[config.mk]
export PLATFORM = sky130hd
export DESIGN_NAME = golden_risky_core
export DESIGN_NICKNAME = d
export VERILOG_FILES = /design/src/rtl/golden_risky_pkg.sv /design/src/rtl/golden_risky_alu.sv /design/src/rtl/golden_risky_core.sv
export SDC_FILE = /design/constraint.sdc
export NUM_CORES = 2
export LEC_CHECK = 0
export ABC_AREA = 1
export BUFFER_PORTS_ARGS = -buffer_cell sky130_fd_sc_hd__buf_2
export CAP_MARGIN = 20
export CORE_MARGIN = 8
export CORE_UTILIZATION = 50
export DETAILED_ROUTE_END_ITERATION = 8
export PLACE_DENSITY = 0.71
export REMOVE_ABC_BUFFERS = 1
export SLEW_MARGIN = 20
export SYNTH_ARGS = -nofsm -noshare
export SYNTH_HDL_FRONTEND = slang
export SYNTH_SLANG_ARGS = --single-unit
[constraint.sdc]
create_clock -name clock -period 13.62 [get_ports clock]
set_clock_uncertainty 0.05 [all_clocks]
set_input_delay 3.405 -clock clock [delete_from_list [all_inputs] [get_ports clock]]
set_output_delay 3.405 -clock clock [all_outputs]
set_load 0.01 [all_outputs]
[src/rtl/golden_risky_pkg.sv]
// Shared constants, encodings and instruction builders for the GoldenRisky core.
package golden_risky_pkg;

   localparam int INSTRUCTION_SIZE = 16;
   localparam int ADDRESS_SIZE     = 10;
   localparam int DATA_SIZE        = 32;
   localparam int REG_COUNT        = 8;

   // Register indices
   localparam logic [2:0] R0 = 3'd0;
   localparam logic [2:0] R1 = 3'd1;
   localparam logic [2:0] R2 = 3'd2;
   localparam logic [2:0] R3 = 3'd3;
   localparam logic [2:0] R4 = 3'd4;
   localparam logic [2:0] R5 = 3'd5;
   localparam logic [2:0] R6 = 3'd6;
   localparam logic [2:0] R7 = 3'd7;

   // Opcodes (field widths differ per instruction class)
   localparam logic [2:0] OP_ALU     = 3'b001;
   localparam logic [6:0] OP_SHIFTR  = 7'b0100000;
   localparam logic [6:0] OP_SHIFTRA = 7'b0100001;
   localparam logic [6:0] OP_SHIFTL  = 7'b0100010;
   localparam logic [6:0] OP_LOAD    = 7'b0101000;
   localparam logic [6:0] OP_STORE   = 7'b0101001;
   localparam logic [4:0] OP_LOADC   = 5'b01100;
   localparam logic [6:0] OP_JMP     = 7'b1000000;
   localparam logic [6:0] OP_JMPR    = 7'b1000001;
   localparam logic [3:0] OP_JMPC    = 4'b1001;
   localparam logic [3:0] OP_JMPRC   = 4'b1010;

   // ALU selects
   localparam logic [3:0] SEL_ADD  = 4'd0;
   localparam logic [3:0] SEL_ADDF = 4'd1;
   localparam logic [3:0] SEL_SUB  = 4'd2;
   localparam logic [3:0] SEL_SUBF = 4'd3;
   localparam logic [3:0] SEL_AND  = 4'd4;
   localparam logic [3:0] SEL_OR   = 4'd5;
   localparam logic [3:0] SEL_XOR  = 4'd6;
   localparam logic [3:0] SEL_NAND = 4'd7;
   localparam logic [3:0] SEL_NOR  = 4'd8;
   localparam logic [3:0] SEL_XNOR = 4'd9;

   // Condition codes
   localparam logic [2:0] COND_N  = 3'b000;
   localparam logic [2:0] COND_NN = 3'b001;
   localparam logic [2:0] COND_Z  = 3'b010;
   localparam logic [2:0] COND_NZ = 3'b011;

   localparam logic [15:0] NOP_INST  = 16'h0000;
   localparam logic [15:0] HALT_INST = 16'hFFFF;

   // Internal ALU operation selector
   typedef enum logic [3:0] {
      ALU_ADD, ALU_SUB, ALU_AND, ALU_OR, ALU_XOR, ALU_NAND, ALU_NOR,
      ALU_XNOR, ALU_SHR, ALU_SRA, ALU_SHL, ALU_PASS
   } alu_op_e;

   // Branch condition evaluation from the flags of the condition register
   function automatic logic cond_taken(input logic [2:0] cond, input logic neg, input logic zero);
      logic taken;
      case (cond)
         COND_N:  taken = neg;
         COND_NN: taken = ~neg;
         COND_Z:  taken = zero;
         COND_NZ: taken = ~zero;
         default: taken = 1'b0;
      endcase
      return taken;
   endfunction

   // Instruction builders
   function automatic logic [15:0] ALU_INST(input logic [3:0] sel, input logic [2:0] rd,
                                            input logic [2:0] ra, input logic [2:0] rb);
      return {OP_ALU, sel, rd, ra, rb};
   endfunction
   function automatic logic [15:0] ADD_INST(input logic [2:0] rd, input logic [2:0] ra, input logic [2:0] rb);
      return ALU_INST(SEL_ADD, rd, ra, rb);
   endfunction
   function automatic logic [15:0] ADDF_INST(input logic [2:0] rd, input logic [2:0] ra, input logic [2:0] rb);
      return ALU_INST(SEL_ADDF, rd, ra, rb);
   endfunction
   function automatic logic [15:0] SUB_INST(input logic [2:0] rd, input logic [2:0] ra, input logic [2:0] rb);
      return ALU_INST(SEL_SUB, rd, ra, rb);
   endfunction
   function automatic logic [15:0] SUBF_INST(input logic [2:0] rd, input logic [2:0] ra, input logic [2:0] rb);
      return ALU_INST(SEL_SUBF, rd, ra, rb);
   endfunction
   function automatic logic [15:0] AND_INST(input logic [2:0] rd, input logic [2:0] ra, input logic [2:0] rb);
      return ALU_INST(SEL_AND, rd, ra, rb);
   endfunction
   function automatic logic [15:0] OR_INST(input logic [2:0] rd, input logic [2:0] ra, input logic [2:0] rb);
      return ALU_INST(SEL_OR, rd, ra, rb);
   endfunction
   function automatic logic [15:0] XOR_INST(input logic [2:0] rd, input logic [2:0] ra, input logic [2:0] rb);
      return ALU_INST(SEL_XOR, rd, ra, rb);
   endfunction
   function automatic logic [15:0] NAND_INST(input logic [2:0] rd, input logic [2:0] ra, input logic [2:0] rb);
      return ALU_INST(SEL_NAND, rd, ra, rb);
   endfunction
   function automatic logic [15:0] NOR_INST(input logic [2:0] rd, input logic [2:0] ra, input logic [2:0] rb);
      return ALU_INST(SEL_NOR, rd, ra, rb);
   endfunction
   function automatic logic [15:0] XNOR_INST(input logic [2:0] rd, input logic [2:0] ra, input logic [2:0] rb);
      return ALU_INST(SEL_XNOR, rd, ra, rb);
   endfunction
   function automatic logic [15:0] SHIFTR_INST(input logic [2:0] rd, input logic [5:0] shamt);
      return {OP_SHIFTR, rd, shamt};
   endfunction
   function automatic logic [15:0] SHIFTRA_INST(input logic [2:0] rd, input logic [5:0] shamt);
      return {OP_SHIFTRA, rd, shamt};
   endfunction
   function automatic logic [15:0] SHIFTL_INST(input logic [2:0] rd, input logic [5:0] shamt);
      return {OP_SHIFTL, rd, shamt};
   endfunction
   function automatic logic [15:0] LOAD_INST(input logic [2:0] rd, input logic [2:0] ra);
      return {OP_LOAD, rd, 3'b000, ra};
   endfunction
   function automatic logic [15:0] STORE_INST(input logic [2:0] ra, input logic [2:0] rs);
      return {OP_STORE, ra, 3'b000, rs};
   endfunction
   function automatic logic [15:0] LOADC_INST(input logic [2:0] rd, input logic [7:0] c);
      return {OP_LOADC, rd, c};
   endfunction
   function automatic logic [15:0] JMP_INST(input logic [2:0] ra);
      return {OP_JMP, 6'b000000, ra};
   endfunction
   function automatic logic [15:0] JMPR_INST(input logic [5:0] off);
      return {OP_JMPR, 3'b000, off};
   endfunction
   function automatic logic [15:0] JMPC_INST(input logic [2:0] cond, input logic [2:0] rc, input logic [2:0] ra);
      return {OP_JMPC, cond, rc, 3'b000, ra};
   endfunction
   function automatic logic [15:0] JMPRC_INST(input logic [2:0] cond, input logic [2:0] rc, input logic [5:0] off);
      return {OP_JMPRC, cond, rc, off};
   endfunction

endpackage

[src/rtl/golden_risky_alu.sv]
// Combinational 32-bit ALU: logic/arithmetic ops, shifts and pass-through
// with negative/zero flags taken from the result.
module golden_risky_alu
   import golden_risky_pkg::*;
(
   input  alu_op_e               op,
   input  logic [DATA_SIZE-1:0]  a,
   input  logic [DATA_SIZE-1:0]  b,
   input  logic [5:0]            shamt,
   output logic [DATA_SIZE-1:0]  result,
   output logic                  negative,
   output logic                  zero
);

   // Operation select; shift amounts of 32 or more saturate (shamt[5] set)
   always_comb begin
      result = 32'd0;
      case (op)
         ALU_ADD:  result = a + b;
         ALU_SUB:  result = a - b;
         ALU_AND:  result = a & b;
         ALU_OR:   result = a | b;
         ALU_XOR:  result = a ^ b;
         ALU_NAND: result = ~(a & b);
         ALU_NOR:  result = ~(a | b);
         ALU_XNOR: result = ~(a ^ b);
         ALU_SHR:  result = shamt[5] ? 32'd0 : (a >> shamt[4:0]);
         ALU_SRA:  result = shamt[5] ? {32{a[31]}} : 32'($signed(a) >>> shamt[4:0]);
         ALU_SHL:  result = shamt[5] ? 32'd0 : (a << shamt[4:0]);
         ALU_PASS: result = a;
         default:  result = 32'd0;
      endcase
   end

   assign negative = result[31];
   assign zero     = (result == 32'd0);

endmodule

[src/rtl/golden_risky_core.sv]
// GoldenRisky CPU: single-cycle 16-bit-instruction load/store core with an
// 8x32 register file and a 10-bit word-addressed program counter.
module golden_risky_core
   import golden_risky_pkg::*;
(
   input  logic                         clock,
   input  logic                         reset,
   input  logic [INSTRUCTION_SIZE-1:0]  instruction,
   output logic [ADDRESS_SIZE-1:0]      pc,
   output logic                         read,
   output logic                         write,
   output logic [ADDRESS_SIZE-1:0]      address,
   output logic [DATA_SIZE-1:0]         data_out,
   input  logic [DATA_SIZE-1:0]         data_in
);

   logic [ADDRESS_SIZE-1:0]                pc_r;
   logic [REG_COUNT-1:0][DATA_SIZE-1:0]    regs_r;
   logic [ADDRESS_SIZE-1:0]                next_pc_s;
   logic                                   wr_en_s;
   logic [2:0]                             wr_idx_s;
   logic [DATA_SIZE-1:0]                   wr_data_s;
   alu_op_e                                alu_op_s;
   logic [DATA_SIZE-1:0]                   alu_a_s;
   logic [DATA_SIZE-1:0]                   alu_b_s;
   logic [DATA_SIZE-1:0]                   alu_res_s;
   logic                                   alu_neg_s;
   logic                                   alu_zero_s;
   logic [ADDRESS_SIZE-1:0]                pc_inc_s;
   logic [ADDRESS_SIZE-1:0]                pc_rel_s;

   assign pc       = pc_r;
   assign pc_inc_s = pc_r + 10'd1;
   assign pc_rel_s = pc_r + {{4{instruction[5]}}, instruction[5:0]};

   // ALU operand/operation steering; jumps pass the condition register through for flags
   always_comb begin
      alu_op_s = ALU_PASS;
      alu_a_s  = 32'd0;
      alu_b_s  = regs_r[instruction[2:0]];
      case (instruction[15:13])
         OP_ALU: begin
            alu_a_s = regs_r[instruction[5:3]];
            case (instruction[12:9])
               SEL_ADD, SEL_ADDF: alu_op_s = ALU_ADD;
               SEL_SUB, SEL_SUBF: alu_op_s = ALU_SUB;
               SEL_AND:           alu_op_s = ALU_AND;
               SEL_OR:            alu_op_s = ALU_OR;
               SEL_XOR:           alu_op_s = ALU_XOR;
               SEL_NAND:          alu_op_s = ALU_NAND;
               SEL_NOR:           alu_op_s = ALU_NOR;
               SEL_XNOR:          alu_op_s = ALU_XNOR;
               default:           alu_op_s = ALU_PASS;
            endcase
         end
         3'b010: begin
            alu_a_s = regs_r[instruction[8:6]];
            case (instruction[15:9])
               OP_SHIFTR:  alu_op_s = ALU_SHR;
               OP_SHIFTRA: alu_op_s = ALU_SRA;
               OP_SHIFTL:  alu_op_s = ALU_SHL;
               default:    alu_op_s = ALU_PASS;
            endcase
         end
         3'b100, 3'b101: alu_a_s = regs_r[instruction[8:6]];
         default:        alu_a_s = 32'd0;
      endcase
   end

   golden_risky_alu u_alu (
      .op       (alu_op_s),
      .a        (alu_a_s),
      .b        (alu_b_s),
      .shamt    (instruction[5:0]),
      .result   (alu_res_s),
      .negative (alu_neg_s),
      .zero     (alu_zero_s)
   );

   // Instruction decode: next pc, register writeback and data-memory strobes
   always_comb begin
      next_pc_s = pc_inc_s;
      wr_en_s   = 1'b0;
      wr_idx_s  = instruction[8:6];
      wr_data_s = alu_res_s;
      read      = 1'b0;
      write     = 1'b0;
      address   = 10'd0;
      data_out  = 32'd0;
      if (instruction == HALT_INST) begin
         next_pc_s = pc_r;
      end else begin
         case (instruction[15:13])
            OP_ALU: begin
               if (instruction[12:9] <= SEL_XNOR) begin
                  wr_en_s = 1'b1;
               end else begin
                  wr_en_s = 1'b0;
               end
            end
            3'b010: begin
               case (instruction[15:9])
                  OP_SHIFTR, OP_SHIFTRA, OP_SHIFTL: wr_en_s = 1'b1;
                  OP_LOAD: begin
                     read      = 1'b1;
                     address   = regs_r[instruction[2:0]][ADDRESS_SIZE-1:0];
                     wr_en_s   = 1'b1;
                     wr_data_s = data_in;
                  end
                  OP_STORE: begin
                     write    = 1'b1;
                     address  = regs_r[instruction[8:6]][ADDRESS_SIZE-1:0];
                     data_out = regs_r[instruction[2:0]];
                  end
                  default: wr_en_s = 1'b0;
               endcase
            end
            3'b011: begin
               if (instruction[15:11] == OP_LOADC) begin
                  wr_en_s   = 1'b1;
                  wr_idx_s  = instruction[10:8];
                  wr_data_s = {24'd0, instruction[7:0]};
               end else begin
                  wr_en_s = 1'b0;
               end
            end
            3'b100: begin
               if (instruction[15:9] == OP_JMP) begin
                  next_pc_s = regs_r[instruction[2:0]][ADDRESS_SIZE-1:0];
               end else if (instruction[15:9] == OP_JMPR) begin
                  next_pc_s = pc_rel_s;
               end else if (instruction[15:12] == OP_JMPC) begin
                  if (cond_taken(instruction[11:9], alu_neg_s, alu_zero_s)) begin
                     next_pc_s = regs_r[instruction[2:0]][ADDRESS_SIZE-1:0];
                  end else begin
                     next_pc_s = pc_inc_s;
                  end
               end else begin
                  next_pc_s = pc_inc_s;
               end
            end
            3'b101: begin
               if ((instruction[15:12] == OP_JMPRC) &&
                   cond_taken(instruction[11:9], alu_neg_s, alu_zero_s)) begin
                  next_pc_s = pc_rel_s;
               end else begin
                  next_pc_s = pc_inc_s;
               end
            end
            default: next_pc_s = pc_inc_s;
         endcase
      end
   end

   // Architectural state: pc and register file, cleared asynchronously by reset
   always_ff @(posedge clock or posedge reset) begin
      if (reset) begin
         pc_r   <= 10'd0;
         regs_r <= '0;
      end else begin
         pc_r <= next_pc_s;
         if (wr_en_s) begin
            regs_r[wr_idx_s] <= wr_data_s;
         end
      end
   end

endmodule

==> metrics.md <==
| Metric | Value |
|---|---|
| Status | `complete, no violations` |
| DRT antenna net count | `0` |
| Post-DP Area | `~30000 um^2` |
| # setup viols final | `0` |
| Wl on met1 | `around 49 mm` |
| Synthesis warning total | `0` |
| Grt total ovfl | `0` |
| Die H | `between 200 and 300 um` |
| Clk buf depth | `3` |
| DP Cell Count | `between 5k and 6k` |
| Post-Place Setup Slack | `~2.8 ns` |
| Pin count of the biggest net entering global routing | `between 150 and 200` |
| Post-Synthesis Cells | `~5k` |
| Pre-Repair DR Iteration Count | `8` |
| Hold Buf Count CTS | `0` |
| Clk_lat worst skew | `0.60 ns` |
| Yosys reg bits | `around 270` |
| Antenna cells | `0` |
| Max-cap viol count | `0` |
| Via Count | `35.0k` |
| Top Metal Used | `met4` |
| Max Freq | `between 0.09 and 0.1 GHz` |
| Net switching power | `1.71 mW` |
| Count of different cell masters after synthesis | `54` |
| Htree depth | `1` |
| Total GRT Usage | `0.360` |
| Num Clock Sinks | `266` |
| Number of max-slew violations in the final report | `0` |
| Worst Path Arrival | `~11 ns` |
| Syn avg cell area | `about 5.8 um^2` |
| Post-layout minimum cycle time | `between 10 and 15 ns` |
| Fraction of layout cells with a size suffix above 1 | `0.0636` |
| Final worst slack | `about 3 ns` |
| Die Width | `about 260 um` |
| Critical path class | `in -> reg` |
| 1st-iter DRT viols | `4998` |
| Core ar. | `slightly below 60000 um^2` |
| Power per Cell Area | `around 120 nW/um^2` |
| Port bufs | `between 100 and 150` |
| Final Total Pwr | `between 3 and 4 mW` |
| Global placement routability congestion | `between 1 and 1.5` |
| Dominant cell type by area after synthesis | `dfrtp_1` |
| RSZ-0062 raised after global routing | `no` |
| Pleak | `15.6 nW` |
| CTS tree | `done` |
| I/O Pins | `roughly 100` |
| First-pass GRT wire length | `around 190 mm` |
| CTS buffer count | `31` |
| Worst path max stage delay | `around 0.60 ns` |
| WL final | `125 mm` |
| Fin crit share | `0.777` |
| Die Area | `about 66000 um^2` |
| Combinational fraction of design power | `0.450` |
| Starting Density | `0.506` |
| Hold path cells | `2` |
| Worst Path Required | `14.10 ns` |
| Layout Nets | `5086` |
| Clock root buffer | `clkbuf_16` |
| Max FO, Critical Path | `67` |
| Post-Layout Cell Count | `roughly 5.7k` |
| Most frequent CP cell | `nor2_1` |
| Post-synthesis sequential area ratio | `0.228` |
| Cell-internal power | `about 2.1 mW` |
| Final Instance Area | `slightly above 30000 um^2` |
| Initial antenna violation count | `0` |
| Post-synth top area share | `0.228` |
| Layout area overhead | `5.57%` |
| CP delay by family, top | `simple AND/OR/NAND/NOR gates` |
| CTS-repair resized insts | `0` |
| DRC viols | `0` |
| Crit path launch type | `input port` |
| Hold WC Path Type | `reg -> reg` |
| Setup_tns | `0 ns` |
| Final hold vios | `0` |
| WP depth | `37` |
| Postcts setup bufs | `0` |
| Synth async-reset ratio | `1.00` |
| DR WL met3 | `between 10 and 15 mm` |
| Vias in the first global route | `roughly 32k` |
| Post-synth EDFFs | `0` |
| Top FF cell, synth | `dfrtp_1` |
| Slew @ Worst Pin | `0.976 ns` |
| R2R depth | `35` |
| Clock power share | `0.240` |
| Switching Share | `0.451` |
| Wirelength per Cell | `about 22 um` |
| Rel. slew slack | `0.350` |
| DPL Wire Length | `87.8 mm` |
| Max VDD drop | `~130 uV` |
| Mapped Area | `about 30000 um^2` |
| Routed wl met2 | `between 50 and 60 mm` |
| Vias per cell | `just over 6` |
| CP max stage cell | `buf_4` |
| Area contributors post-synth | `dfrtp_1, nand2_1, nand3_1` |
| Num rows | `88` |
| Seq pwr share | `0.310` |
| WP buf/inv | `5` |
| Clock transition at the registers of the reported paths | `about 0.07 ns` |
| Crit path capture type | `register` |
| Fillers | `just over 6k` |
cell usage after synthesis (40+ instances only):
master and number:
a21oi_1 188, buf_1 50, buf_2 101, clkbuf_1 101, dfrtp_1 266, ha_1 106
inv_1 458, nand2_1 1597, nand3_1 968, nor2_1 333, o211ai_1 75, o21ai_0 413
xor2_1 40
layer usage:
layer,vias up,track usage
li1,16300,-
met1,15800,0.478
met2,2370,0.544
met3,441,0.0506
met4,0,0.237
met5,-,0
flip-flops by register name, summed over array words and instances (netlist names):
signal and count:
regs_r 256, pc 10
per-stage QoR:
stage | util | hold WS (ns)
floorplan | - | 0.403
detailed placement | 0.515 | 0.422
global placement | 0.515 | 0.417
global route | 0.534 | 0.459
CTS | 0.534 | 0.438
finish | 0.534 | 0.435
path summary, 6_finish.rpt:
path / start / endpoint / slack (ns)
min reg2reg: regs_r[75]$_DFFE_PP0P_ / regs_r[75]$_DFFE_PP0P_ / 0.44
min in group asynchronous: reset / regs_r[249]$_DFFE_PP0P_ / 2.94
max reg2reg: regs_r[39]$_DFFE_PP0P_ / pc[3]$_DFFE_PP0P_ / 6.82
min: regs_r[75]$_DFFE_PP0P_ / regs_r[75]$_DFFE_PP0P_ / 0.44
max in group asynchronous: reset / regs_r[160]$_DFFE_PP0P_ / 9.17
max: instruction[0] / pc[3]$_DFFE_PP0P_ / 3.04
power groups by stage:
stage | clock network [mW] | registers [mW] | logic, mW
after global placement | 0 | 1.18 | 1.63
after CTS | 0.914 | 1.17 | 1.66
after global routing | 0.942 | 1.20 | 1.90
after detailed placement | 0 | 1.18 | 1.65
final | 0.908 | 1.18 | 1.70
after floorplan | 0 | 1.15 | 1.15
cell type report:
type                    instances  area (um^2)  area share
clock inverters                18          228     0.00740
inverters                     489         1850      0.0602
clock buffers                  39          866      0.0281
flip-flops and latches        266         6660       0.216
well taps                     765          957      0.0311
multi-input cells            3970        19200       0.623
repair buffers                170         1050      0.0342
worst min-delay path: cells and delay by family, from the launching register on:
family           cells  cell delay, ns
flip-flops           1            0.34
AND/OR/NAND/NOR      1            0.05
AO/OA/AOI/OAI        1            0.06
cell usage in the layout (no fill, tap or decap), types with 15 or more instances in the layout:
master	n
buf_4	70
o21ai_1	20
nand2_1	1597
xor2_1	40
nand4_1	30
nor2_1	329
o21bai_1	15
inv_2	20
nor3_1	24
clkbuf_16	31
dfrtp_1	266
inv_1	454
nand3_1	968
ha_1	106
o211ai_1	75
a21oi_1	188
o21ai_0	413
buf_2	97
kinds of logic (layout without fill, tap and decap cells):
family,Yosys count,in the layout,synth area share
mux,4,4,0.00137
xor+xnor,48,48,0.0144
flops,266,266,0.228
fa+ha+maj,108,108,0.0468
compound gates,798,798,0.154
buf+inv,789,716,0.115
simple gates,3012,3012,0.440
Note: power is estimated with default switching activity, not from simulation.
